[src/rtl/mem_arb_pkg.sv]
// Shared types for the instruction/data memory bus arbiter.
package mem_arb_pkg;

   typedef enum logic {ARB_IDLE, ARB_BUSY} arb_state_t;
   typedef enum logic {OWN_I, OWN_D} arb_owner_t;

   localparam int WDOG_W = 16;

endpackage

[src/rtl/mem_arb_watchdog.sv]
// Hung-port watchdog: counts BUSY cycles without ack, sticky error on TIMEOUT.
module mem_arb_watchdog
   import mem_arb_pkg::*;
#(
   parameter int TIMEOUT = 255
) (
   input  logic clk,
   input  logic reset,
   input  logic busy,
   input  logic ack,
   output logic err
);

   localparam logic [WDOG_W-1:0] LIMIT = WDOG_W'(TIMEOUT);

   logic [WDOG_W-1:0] count;
   logic              err_q;
   logic              hit;

   assign hit = busy & (count == LIMIT);
   assign err = err_q | hit;

   // Counter sits at zero while idle, so every BUSY entry starts fresh.
   always_ff @(posedge clk or posedge reset) begin
      if (reset) begin
         count <= '0;
         err_q <= 1'b0;
      end else begin
         if (!busy) begin
            count <= '0;
         end else if (!ack && count != LIMIT) begin
            count <= count + 1'b1;
         end
         if (hit) begin
            err_q <= 1'b1;
         end
      end
   end

endmodule

[src/rtl/mem_bus_arbiter.sv]
// Shares one memory port between fetch and load/store requesters.
// Define MEM_ARB_RR_EN for round-robin instead of fixed D-over-I priority.
module mem_bus_arbiter
   import mem_arb_pkg::*;
#(
   parameter int ADDR_W  = 32,
   parameter int DATA_W  = 32,
   parameter int TIMEOUT = 255
) (
   input  logic              clk,
   input  logic              reset,
   input  logic              i_req,
   input  logic [ADDR_W-1:0] i_addr,
   output logic [DATA_W-1:0] i_rdata,
   output logic              i_wait,
   input  logic              d_req,
   input  logic              d_we,
   input  logic [ADDR_W-1:0] d_addr,
   input  logic [DATA_W-1:0] d_wdata,
   input  logic [3:0]        d_mask,
   output logic [DATA_W-1:0] d_rdata,
   output logic              d_wait,
   output logic              m_req,
   output logic              m_we,
   output logic [ADDR_W-1:0] m_addr,
   output logic [DATA_W-1:0] m_wdata,
   output logic [3:0]        m_mask,
   input  logic [DATA_W-1:0] m_rdata,
   input  logic              m_ack,
   output logic              bus_err
);

   arb_state_t state, next_state;
   arb_owner_t owner, next_owner;
   arb_owner_t winner;
   logic       busy;
   logic       done;

   assign busy = (state == ARB_BUSY);
   assign done = busy & m_ack;

`ifdef MEM_ARB_RR_EN
   arb_owner_t last_own;

   // On a tie, serve whoever did not complete the previous transaction.
   always_comb begin
      winner = d_req ? OWN_D : OWN_I;
      if (i_req && d_req) begin
         winner = (last_own == OWN_D) ? OWN_I : OWN_D;
      end
   end

   always_ff @(posedge clk or posedge reset) begin
      if (reset) begin
         last_own <= OWN_D;
      end else if (done) begin
         last_own <= owner;
      end
   end
`else
   always_comb begin
      winner = d_req ? OWN_D : OWN_I;
   end
`endif

   always_ff @(posedge clk or posedge reset) begin
      if (reset) begin
         state <= ARB_IDLE;
         owner <= OWN_D;
      end else begin
         state <= next_state;
         owner <= next_owner;
      end
   end

   always_comb begin
      next_state = state;
      next_owner = owner;
      unique case (state)
         ARB_IDLE: begin
            if (i_req || d_req) begin
               next_state = ARB_BUSY;
               next_owner = winner;
            end
         end
         ARB_BUSY: begin
            if (m_ack) begin
               next_state = ARB_IDLE;
            end
         end
      endcase
   end

   always_comb begin
      m_req   = 1'b0;
      m_we    = 1'b0;
      m_addr  = '0;
      m_wdata = '0;
      m_mask  = 4'b0000;
      if (busy) begin
         m_req = 1'b1;
         if (owner == OWN_D) begin
            m_we    = d_we;
            m_addr  = d_addr;
            m_wdata = d_wdata;
            m_mask  = d_mask;
         end else begin
            m_addr = i_addr;
         end
      end
   end

   assign i_wait = i_req & ~(done & (owner == OWN_I));
   assign d_wait = d_req & ~(done & (owner == OWN_D));

   // Read data is held at zero while reset is applied.
   assign i_rdata = reset ? '0 : m_rdata;
   assign d_rdata = reset ? '0 : m_rdata;

   mem_arb_watchdog #(
      .TIMEOUT (TIMEOUT)
   ) u_wdog (
      .clk   (clk),
      .reset (reset),
      .busy  (busy),
      .ack   (m_ack),
      .err   (bus_err)
   );

endmodule

[config.mk]
export PLATFORM = sky130hd
export DESIGN_NAME = mem_bus_arbiter
export DESIGN_NICKNAME = d
export VERILOG_FILES = /design/src/rtl/mem_arb_pkg.sv /design/src/rtl/mem_arb_watchdog.sv /design/src/rtl/mem_bus_arbiter.sv
export SDC_FILE = /design/constraint.sdc
export NUM_CORES = 1
export LEC_CHECK = 0
export CAP_MARGIN = 20
export CORE_AREA = 5 5 104 106
export CTS_CLUSTER_SIZE = 30
export DETAILED_ROUTE_END_ITERATION = 10
export DIE_AREA = 0 0 109 111
export PLACE_DENSITY = 0.78
export SYNTH_ARGS = -nofsm -noshare
export SYNTH_HDL_FRONTEND = slang
export SYNTH_HIERARCHICAL = 1
export SYNTH_SLANG_ARGS = --single-unit
[constraint.sdc]
create_clock -name clk -period 4.95 [get_ports clk]
set_input_delay 0.495 -clock clk [delete_from_list [all_inputs] [get_ports clk]]
set_output_delay 0.495 -clock clk [all_outputs]
set_load 0.02 [all_outputs]
Word-level counts from Yosys, hierarchy flattened --
Index checks and enable logic that the tools add are counted.
Operators by class: $add $sub $neg 1, equality and inequality tests 3, muxes and demuxes 16, bitwise logic cells 11, reductions and logical operators 4
Operators with widths (number):
- $mux 32 | 5
- $mux 16 | 2
- $add 16x1->16 const B | 1
- $eq 16x8->1 const B | 1
- $ne 16x8->1 const B | 1
- $mux 4 | 2
- $and 1x1->1 | 6
- $mux 1 | 6
- $not 1->1 | 4
- $ne 2x1->1 const B | 1
- $pmux 1 s2 | 1
- $reduce_and 2->1 | 1
- $logic_and 1x1->1 | 1
- $logic_not 1->1 | 1
- $logic_or 1x1->1 | 1
- $or 1x1->1 | 1
Word-level totals: register bits after elaboration 19, output and inout bits 137

Depth between registers and ports, before layout --
Gate-level depths: netlist of the first run.
depth after elaboration 4, gate-level depth with buffers 6, mapped depth without buffers 5

By module --
Netlist of the first run, hierarchy kept.
By module, submodules not included:
- mem_bus_arbiter | times used 1, cells an instance 194, area each 1477.7 sq um, seq. area each 51.3 sq um
- mem_arb_watchdog | times used 1, cells an instance 98, area each 918.4 sq um, seq. area each 425.4 sq um

Worst setup path before layout of the first run --
No wires, ideal clock.
path type register -> output, start register u_wdog.count[0], end output bus_err, data arrival time 1.426 ns, required time 4.455 ns, path slack 3.029 ns, stages on the path, launching flop included 6, path through dfrtp_1 ha_1 and4_2 and4_1 buf_2 a21o_1
Between the ends: word-level cells in the longest chain between the ends 3
RTL lines:
- from (decl) | line mem_arb_watchdog.sv:16 | logic [WDOG_W-1:0] count;
- from (signal assigned) | line mem_arb_watchdog.sv:32 | count <= count + 1'b1;
- $eq 16x8->1 | line mem_arb_watchdog.sv:20 | assign hit = busy & (count == LIMIT);
- $and 1x1->1 | line mem_arb_watchdog.sv:20
- $or 1x1->1 | line mem_arb_watchdog.sv:21 | assign err = err_q | hit;
- to (decl) | line mem_bus_arbiter.sv:30 | output logic bus_err
Every way passes these cells.

Worst setup path in the final report of the first run --
start register owner, end output m_addr[29]
Between the ends: word-level cells in the longest chain between the ends 2
RTL lines:
- from (decl) | line mem_bus_arbiter.sv:34 | arb_owner_t owner, next_owner;
- from (signal assigned) | line mem_bus_arbiter.sv:72 | owner <= next_owner;
- $mux 32 | line mem_bus_arbiter.sv:102 | if (owner == OWN_D) begin
- $mux 32 | line mem_bus_arbiter.sv:100 | if (busy) begin
- to (decl) | line mem_bus_arbiter.sv:25 | output logic [ADDR_W-1:0] m_addr,
Every way passes these cells.

==> results.py, run 1 <==
metrics = {
    "worst_setup_path": {
        "crit_slowest_cell": "dfstp_2",
        "reg2reg_depth": 5,
        "slowest_delay_ns": 1.18,
        "crit_chain": "buf_4 > mux2i_1 > nor2b_1 > clkdlybuf4s50_1",
        "critPathRequiredTime_ns": 4.45,
        "cp-endpoint": "m_addr[29]",
        "cp-end-kind": "primary output",
        "r2r-end": "u_wdog/count[15]$_DFFE_PP0P_",
        "reg2reg_from": "u_wdog/count[0]$_DFFE_PP0P_",
        "crit_path_start": "owner$_DFFE_PP1P_",
        "crit_arrival_ns": 2.77,
        "crit_type": "register to primary output",
        "critPathLaunchType": "register",
        "rrSetupSlack_ns": 2.93,
        "crit_fanout": 45,
    },
    "routing": {
        "antenna_left": 0,
        "dr.first_iter.drc_count": 123,
        "dr_total_vias": 2902,
        "drc_errors": 0,
        "dr.pass1.iters": 4,
        "vias_per_cell": 4.46,
        "post_drt_wl_per_cell_um": 18.4,
        "wl_um": 12000,
    },
    "cells_and_area": {
        "syn_to_final_growth_pct": 107,
        "finish.utilization_pct": 51.1,
        "num_antenna_cells": 0,
        "finalNetCount": 657,
        "drive_gt1_share_pct": 1.93,
    },
    "clocking": {
        "clockBufferDepth": 2,
        "cts_hold_buf": 0,
        "cts_root_buffer": "clkbuf_8",
        "postCtsSetupBuffers": 0,
        "clk_latency_ns": 0.26,
        "cts_tree": "built",
        "cts_buffers": 3,
        "cts-resized-gates": 0,
        "ctsHtreeMaxLevel": 1,
        "cts_sinks": 19,
        "clkTransAtPathRegs_ns": 0.07,
    },
    "synth": {
        "yosysTopAreaCell": "dfrtp_1",
        "ys_seq_elements": 19,
        "yosys_most_used_dff": "dfrtp_1",
        "syn_area_sq_um": 2400,
        "synthTopCellsByArea": "dfrtp_1 (19%), mux2i_1 (14%), nor2b_1 (13%), buf_4 (10%), and3_1 (9.9%)",
        "yosysMostFrequentCell": "nor2b_1",
        "async_reset_ff_share_pct": 100,
        "yosysWarnings": 6,
        "syn-num-nets": 431,
        "syn_inst": 292,
        "synth_common_cells": "nor2b_1 (49), and3_1 (38), mux2i_1 (34)",
        "synth_cell_types": 42,
        "yosysTopAreaCellShare_pct": 18.8,
        "yosysSeqAreaShare_pct": 19.9,
        "syn_avg_cell_area_sq_um": 8.21,
        "synth_edf_count": 0,
    },
    "timing": {
        "finalSetupViolCount": 0,
        "layout_setup_ws_ns": 1.69,
        "hold_violations": 0,
        "slew_headroom_pct": 33.0,
        "min_period_ns": 3.26,
        "slew_viol_final": 0,
        "worst_hold_slack_ns": 0.465,
        "setup_tns_ns": 0,
        "max_freq_mhz": 306,
        "period_share_pct": 66.0,
        "max_slew.worst_pin.slew_ns": 1.00,
        "worst_clock_skew_ns": 0.00172,
        "rsz0062_at_grt": "false",
    },
    "grt": {
        "grt_pass1_vias": 2860,
        "grt_pass1_wl_um": 17100,
        "grtUsageTotal_pct": 18.2,
        "grt_max_degree": 85,
        "antenna_found_initial": 0,
        "grt.overflow.total": 0,
    },
    "place": {
        "port_buffers": 274,
        "gp_congestion": 0.882,
        "place_ws_ns": 1.83,
        "dp_hpwl_um": 10200,
    },
    "floorplan": {
        "dieArea_sq_um": 12100,
        "die_w_um": 109,
        "die_height_um": 111,
        "rows": 36,
        "start_util_pct": 24.7,
        "io_pins": 275,
        "core_area_sq_um": 9680,
    },
    "flow_run": {
        "cap_violations": 0,
    },
    "power": {
        "p_per_area_nw_per_um2": 193,
        "ir_drop_v": 0.000109,
        "power_leakage_nw": 2.09,
        "finalPower_mw": 0.953,
    },
    "worst_hold_path": {
        "hold_path.class": "register to register",
    },
    "run_status": {
        "status": "finished, final reports clean",
    },
}
## state kept, by name, summed over array words and instances, names as in the netlist
| register | count |
|---|---|
| u_wdog/count | 16 |
| busy | 1 |
| owner | 1 |
| u_wdog/err_q | 1 |
## worst min-delay path by stage
stage	slack (ns)	endpoint	startpoint	cells after the start
global placement	0.44	u_wdog/err_q$_DFFE_PP0P_	u_wdog/err_q$_DFFE_PP0P_	1
CTS	0.47	u_wdog/err_q$_DFFE_PP0P_	u_wdog/err_q$_DFFE_PP0P_	1
finish	0.46	u_wdog/err_q$_DFFE_PP0P_	u_wdog/err_q$_DFFE_PP0P_	1
detailed placement	0.45	u_wdog/err_q$_DFFE_PP0P_	u_wdog/err_q$_DFFE_PP0P_	1
global route	0.51	u_wdog/err_q$_DFFE_PP0P_	u_wdog/err_q$_DFFE_PP0P_	1
floorplan	0.42	busy$_DFF_PP0_	reset	2
## worst max-delay path: cells and delay by family (launching register included)
family | cells | cell delay (ns)
buffers and inverters | 2 | 1.06
DFF | 1 | 1.18
muxes | 1 | 0.11
and+or+nand+nor | 1 | 0.14
## cell families after synthesis
| group | after synthesis | share of synthesized area [%] |
|---|---|---|
| AND/OR/NAND/NOR | 144 | 37.4 |
| buffers and inverters | 62 | 19.1 |
| multiplexers | 34 | 14.2 |
| AO/OA/AOI/OAI | 29 | 7.78 |
| flip-flops | 19 | 19.9 |
| XOR/XNOR | 3 | 1.10 |
| adder cells (fa/ha/maj) | 1 | 0.522 |
## final cells by class
cell class / instances / area [sq um]
clock buffer: 3 / 41.3
timing repair buffer: 276 / 2770
inverter: 7 / 26.3
fill: 919 / 4730
sequential: 19 / 478
clock inverter: 1 / 5.00
multi-input combinational: 211 / 1460
tap: 133 / 166
## placed cells by master, fill, tap and decap left out, types with 2 or more instances in the layout
master,count
o21ai_0,3
nand3_1,5
dfrtp_1,17
a21o_1,2
nand2b_1,3
o21ai_1,2
clkdlybuf4s50_1,274
a21oi_1,9
nor2b_1,49
and3_1,38
xnor2_1,2
or3_1,4
a31oi_1,2
nor2_1,3
nor4_1,2
inv_1,6
o31ai_1,5
nand4_1,3
clkbuf_8,3
nand2_1,11
mux2i_1,34
and2b_1,15
or4_1,7
## report_power, final
group	total, mW	internal [mW]	switching [mW]
Clock	0.109	0.0560	0.0535
Combinational	0.641	0.355	0.286
Sequential	0.202	0.165	0.0380
## metal layers
metal	up-vias	part of all wire, %	GRT usage, %
met5	-	0	0
met4	0	2.4	5.13
met2	111	54	34.8
met3	22	6.8	3.20
li1	1429	-	-
met1	1340	37	19.9
## metrics by stage
| stage | instance area [sq um] | std cells |
|---|---|---|
| after floorplan | 2400 | 292 |
| after global placement | 4880 | 645 |
| after detailed placement | 4880 | 645 |
| after CTS | 4930 | 649 |
| after global routing | 4950 | 650 |
| final | 4950 | 650 |
No activity file was read; power rests on OpenSTA's default activity.
==> run 2, diff against run 1 <==
Settings changed: CORE_AREA 5 5 104 106 to 5 5 105 107, DIE_AREA 0 0 109 111 to 0 0 110 112, PLACE_DENSITY 0.78 to 0.77.
Clock period 4.95 ns to 3.1 ns, I/O delays scaled along.
==> results.py, run 2 (synthesis gave the netlist of run 1 again) <==
metrics = {
    "worst_setup_path": {
        "r2r-end": "u_wdog/count[15]$_DFFE_PP0P_",
        "critPathLaunchType": "register",
        "critPathRequiredTime_ns": 2.79,
        "crit_fanout": 13,
        "path_buf_inv": 1,
        "reg2reg_from": "u_wdog/count[0]$_DFFE_PP0P_",
        "reg2reg_depth": 5,
        "rrSetupSlack_ns": 1.07,
        "crit_chain": "nor4_1 > and4_1 > a21o_1 > clkdlybuf4s50_1",
        "slowest_delay_ns": 0.61,
        "cp-end-kind": "primary output",
        "crit_arrival_ns": 2.49,
        "critPathTopFamily": "simple AND/OR/NAND/NOR gates",
        "crit_type": "register to primary output",
        "crit_slowest_cell": "clkdlybuf4s50_1",
    },
    "clocking": {
        "postCtsSetupBuffers": 0,
        "cts_sinks": 19,
        "clk_latency_ns": 0.26,
        "clockBufferDepth": 2,
        "ctsHtreeMaxLevel": 1,
        "cts-resized-gates": 0,
        "cts_hold_buf": 0,
        "cts_root_buffer": "clkbuf_8",
        "cts_buffers": 3,
        "clkTransAtPathRegs_ns": 0.07,
        "cts_tree": "built",
    },
    "timing": {
        "finalSetupViolCount": 0,
        "worst_hold_slack_ns": 0.472,
        "slew_viol_final": 0,
        "rsz0062_at_grt": "false",
        "max_slew.worst_pin.slew_ns": 0.652,
        "setup_tns_ns": 0,
        "slew_headroom_pct": 56.5,
        "max_freq_mhz": 357,
        "period_share_pct": 90.5,
        "min_period_ns": 2.80,
        "worst_clock_skew_ns": 0.00210,
        "hold_violations": 0,
    },
    "routing": {
        "post_drt_wl_per_cell_um": 18.1,
        "dr.pass1.iters": 4,
        "route.met2.wl_um": 5960,
        "antenna_left": 0,
        "dr.first_iter.drc_count": 179,
        "vias_per_cell": 4.50,
        "wl_um": 11900,
        "route.met3.wl_um": 1210,
        "met1_length_um": 4610,
        "drc_errors": 0,
        "top_layer_used": "met5",
        "dr_total_vias": 2966,
    },
    "place": {
        "dp_hpwl_um": 10000,
        "dp.cells": 652,
        "port_buffers": 274,
        "gp_congestion": 0.851,
    },
    "cells_and_area": {
        "finalNetCount": 660,
        "syn_to_final_growth_pct": 108,
        "drive_gt1_share_pct": 2.31,
        "largest_register_ffs": 16,
        "instances_no_fill": 659,
        "regMostFlops": "u_wdog/count",
        "layout_common_cells": "clkdlybuf4s50_1 (274), nor2b_1 (49), and3_1 (38), mux2i_1 (34), dfrtp_1 (17)",
        "layout_commonest_cell": "clkdlybuf4s50_1",
    },
    "power": {
        "ir_drop_v": 0.000227,
        "power_leakage_nw": 2.10,
        "p_per_area_nw_per_um2": 304,
    },
    "floorplan": {
        "die_w_um": 110,
        "io_pins": 275,
        "dieArea_sq_um": 12300,
        "core_area_sq_um": 10000,
        "start_util_pct": 23.9,
        "die_height_um": 112,
        "rows": 37,
    },
    "grt": {
        "grt_pass1_vias": 2843,
        "grt.overflow.total": 0,
        "grtUsageTotal_pct": 17.3,
        "grt_max_degree": 73,
        "antenna_found_initial": 4,
        "grt_pass1_wl_um": 16600,
    },
    "run_status": {
        "status": "finished, final reports clean",
    },
    "worst_hold_path": {
        "hold_path.class": "input pin to asynchronous set/reset pin",
    },
    "flow_run": {
        "cap_violations": 0,
    },
}
-- run 2: cell type report --
type | count | area (sq um)
Antenna cell | 3 | 7.51
Clock buffer | 4 | 45.0
Fill cell | 968 | 5060
Inverter | 7 | 26.3
Multi-Input combinational cell | 211 | 1460
Sequential cell | 19 | 478
Tap cell | 136 | 170
Timing Repair Buffer | 279 | 2790
-- run 2: power by group --
part	switching, mW	internal, mW
clock network	0.0814	0.0914
logic	0.483	0.572
registers	0.0260	0.262
-- run 2: worst max path at each step --
stage | endpoint | from | slack [ns] | cells past startpoint
CTS | bus_err | u_wdog/count[8]$_DFFE_PP0P_ | 0.38 | 4
global placement | bus_err | u_wdog/count[9]$_DFFE_PP0P_ | 0.74 | 4
global route | bus_err | u_wdog/count[9]$_DFFE_PP0P_ | 0.21 | 4
detailed placement | bus_err | u_wdog/count[0]$_DFFE_PP0P_ | 0.70 | 5
floorplan | bus_err | u_wdog/count[0]$_DFFE_PP0P_ | 1.36 | 5
finish | bus_err | u_wdog/count[9]$_DFFE_PP0P_ | 0.30 | 4
-- run 2: per-layer routing --
| metal | vias up | global-route usage [%] |
|---|---|---|
| met5 | - | 0 |
| met4 | 6 | 2.49 |
| met3 | 12 | 4.17 |
| met2 | 148 | 30.5 |
| met1 | 1358 | 21.4 |
| li1 | 1442 | - |
-- run 2: through the flow --
step / power (mW) / instance area (sq um) / setup WS [ns] / utilization, %
5_1_grt: 1.59 / 4970 / 0.207 / 49.5
2_1_floorplan: 0.875 / 2400 / 1.36 / -
3_5_place_dp: 1.35 / 4930 / 0.700 / 49.1
3_3_place_gp: 1.34 / 4930 / 0.739 / 49.1
4_1_cts: 1.53 / 4970 / 0.383 / 49.5
6_report: 1.52 / 4980 / 0.295 / 49.6
-- run 2: worst min-delay path: stages --
cell and delay, ns:
clkdlybuf4s50_1 0.40, buf_4 0.23, inv_1 0.13
==> run 3, diff against run 2 <==
Settings changed: CAP_MARGIN 20 to not set, RECOVER_POWER set to 50.
==> results.py, run 3 (synthesis gave the netlist of run 1 again) <==
metrics = {
    "routing": {
        "vias_per_cell": 4.49,
        "dr.pass1.iters": 4,
        "dr.first_iter.drc_count": 178,
        "wl_um": 11900,
        "dr_total_vias": 2962,
        "antenna_left": 0,
        "post_drt_wl_per_cell_um": 18.0,
        "drc_errors": 0,
    },
    "timing": {
        "slew_viol_final": 0,
        "worst_clock_skew_ns": 0.00207,
        "setup_tns_ns": 0,
        "min_period_ns": 2.82,
        "max_slew.worst_pin.slew_ns": 1.21,
        "rsz0062_at_grt": "false",
        "layout_setup_ws_ns": 0.279,
        "slew_headroom_pct": 19.6,
        "hold_violations": 0,
        "max_freq_mhz": 354,
        "worst_hold_slack_ns": 0.469,
        "period_share_pct": 91.0,
        "finalSetupViolCount": 0,
    },
    "power": {
        "pwr-share-comb_pct": 69.6,
        "p_sw_share_pct": 39.0,
        "pwr-share-clk_pct": 11.5,
        "intPower_mw": 0.924,
        "ir_drop_v": 0.000228,
        "pwr-share-seq_pct": 19.0,
        "finalPower_mw": 1.52,
        "power_leakage_nw": 2.10,
        "p_per_area_nw_per_um2": 304,
        "p_switching_mw": 0.592,
    },
    "cells_and_area": {
        "largest_register_ffs": 16,
        "syn_to_final_growth_pct": 108,
        "n_fill_cell": 968,
        "finish.utilization_pct": 49.6,
        "regMostFlops": "u_wdog/count",
        "layout_commonest_cell": "clkdlybuf4s50_1",
        "layout_common_cells": "clkdlybuf4s50_1 (272), nor2b_1 (49), and3_1 (38), mux2i_1 (34), dfrtp_1 (17)",
        "final_cell_area_sq_um": 4980,
        "finalNetCount": 660,
        "drive_gt1_share_pct": 1.92,
        "instances_no_fill": 659,
    },
    "place": {
        "dp.cells": 652,
        "port_buffers": 274,
        "place_ws_ns": 0.700,
        "placed_cell_area_sq_um": 4930,
        "gp_congestion": 0.851,
        "dp_hpwl_um": 10000,
    },
    "grt": {
        "grt.overflow.total": 0,
        "grt_pass1_vias": 2843,
        "antenna_found_initial": 4,
        "grt_pass1_wl_um": 16600,
        "grtUsageTotal_pct": 17.3,
        "grt_max_degree": 73,
    },
    "worst_hold_path": {
        "hold_path.class": "register to register",
        "worstHoldStart": "u_wdog/err_q$_DFFE_PP0P_",
        "holdPathStages": 1,
        "whs_endpoint": "u_wdog/err_q$_DFFE_PP0P_",
    },
    "worst_setup_path": {
        "critPathLaunchType": "input pin",
        "reg2reg_depth": 5,
        "r2r-end": "u_wdog/count[15]$_DFFE_PP0P_",
        "rrSetupSlack_ns": 1.09,
        "reg2reg_from": "u_wdog/count[0]$_DFFE_PP0P_",
        "crit_arrival_ns": 2.51,
        "cp-end-kind": "primary output",
        "crit_fanout": 34,
        "critPathRequiredTime_ns": 2.79,
        "crit_type": "input pin to primary output",
    },
    "floorplan": {
        "start_util_pct": 23.9,
        "rows": 37,
        "dieArea_sq_um": 12300,
        "io_pins": 275,
        "die_w_um": 110,
        "die_height_um": 112,
        "core_area_sq_um": 10000,
    },
    "clocking": {
        "cts_sinks": 19,
        "cts_tree": "built",
        "cts-resized-gates": 0,
        "clockBufferDepth": 2,
        "clk_latency_ns": 0.26,
        "cts_hold_buf": 0,
        "cts_root_buffer": "clkbuf_8",
        "ctsHtreeMaxLevel": 1,
        "cts_buffers": 3,
        "clkTransAtPathRegs_ns": 0.07,
        "postCtsSetupBuffers": 0,
    },
    "run_status": {
        "status": "finished, final reports clean",
    },
    "flow_run": {
        "cap_violations": 0,
    },
}
-- run 3: final cells by class --
type | count | area, sq um | area share, %
diodes | 3 | 7.51 | 0.151
clock buffers | 4 | 45.0 | 0.905
inverters | 7 | 26.3 | 0.528
multi-input cells | 211 | 1460 | 29.4
flip-flops and latches | 19 | 478 | 9.60
well taps | 136 | 170 | 3.42
repair buffers | 279 | 2790 | 56.0
-- run 3: worst max path at each step --
stage / startpoint / endpoint / cells past startpoint
6_report: reset / i_rdata[28] / 4
5_1_grt: reset / d_rdata[28] / 4
4_1_cts: u_wdog/count[8]$_DFFE_PP0P_ / bus_err / 4
3_5_place_dp: u_wdog/count[0]$_DFFE_PP0P_ / bus_err / 5
3_3_place_gp: u_wdog/count[9]$_DFFE_PP0P_ / bus_err / 4
2_1_floorplan: u_wdog/count[0]$_DFFE_PP0P_ / bus_err / 5
-- run 3: worst max-delay path: stages --
cell and delay, ns:
clkdlybuf4s50_1 0.45, clkbuf_1 0.89, and2b_1 0.31, clkdlybuf4s50_1 0.54
-- run 3: routing by layer --
metal,track usage [%],part of all wire [%]
met5,0,0.29
met4,2.49,0.69
met3,4.17,9.5
met2,30.5,50
met1,21.4,39
-- run 3: power groups by stage --
| stage | combinational (mW) | sequential, mW | clock (mW) |
|---|---|---|---|
| 2_1_floorplan | 0.598 | 0.277 | 0 |
| 3_3_place_gp | 1.05 | 0.290 | 0 |
| 3_5_place_dp | 1.06 | 0.292 | 0 |
| 4_1_cts | 1.06 | 0.287 | 0.180 |
| 5_1_grt | 1.11 | 0.291 | 0.185 |
| 6_report | 1.05 | 0.287 | 0.174 |
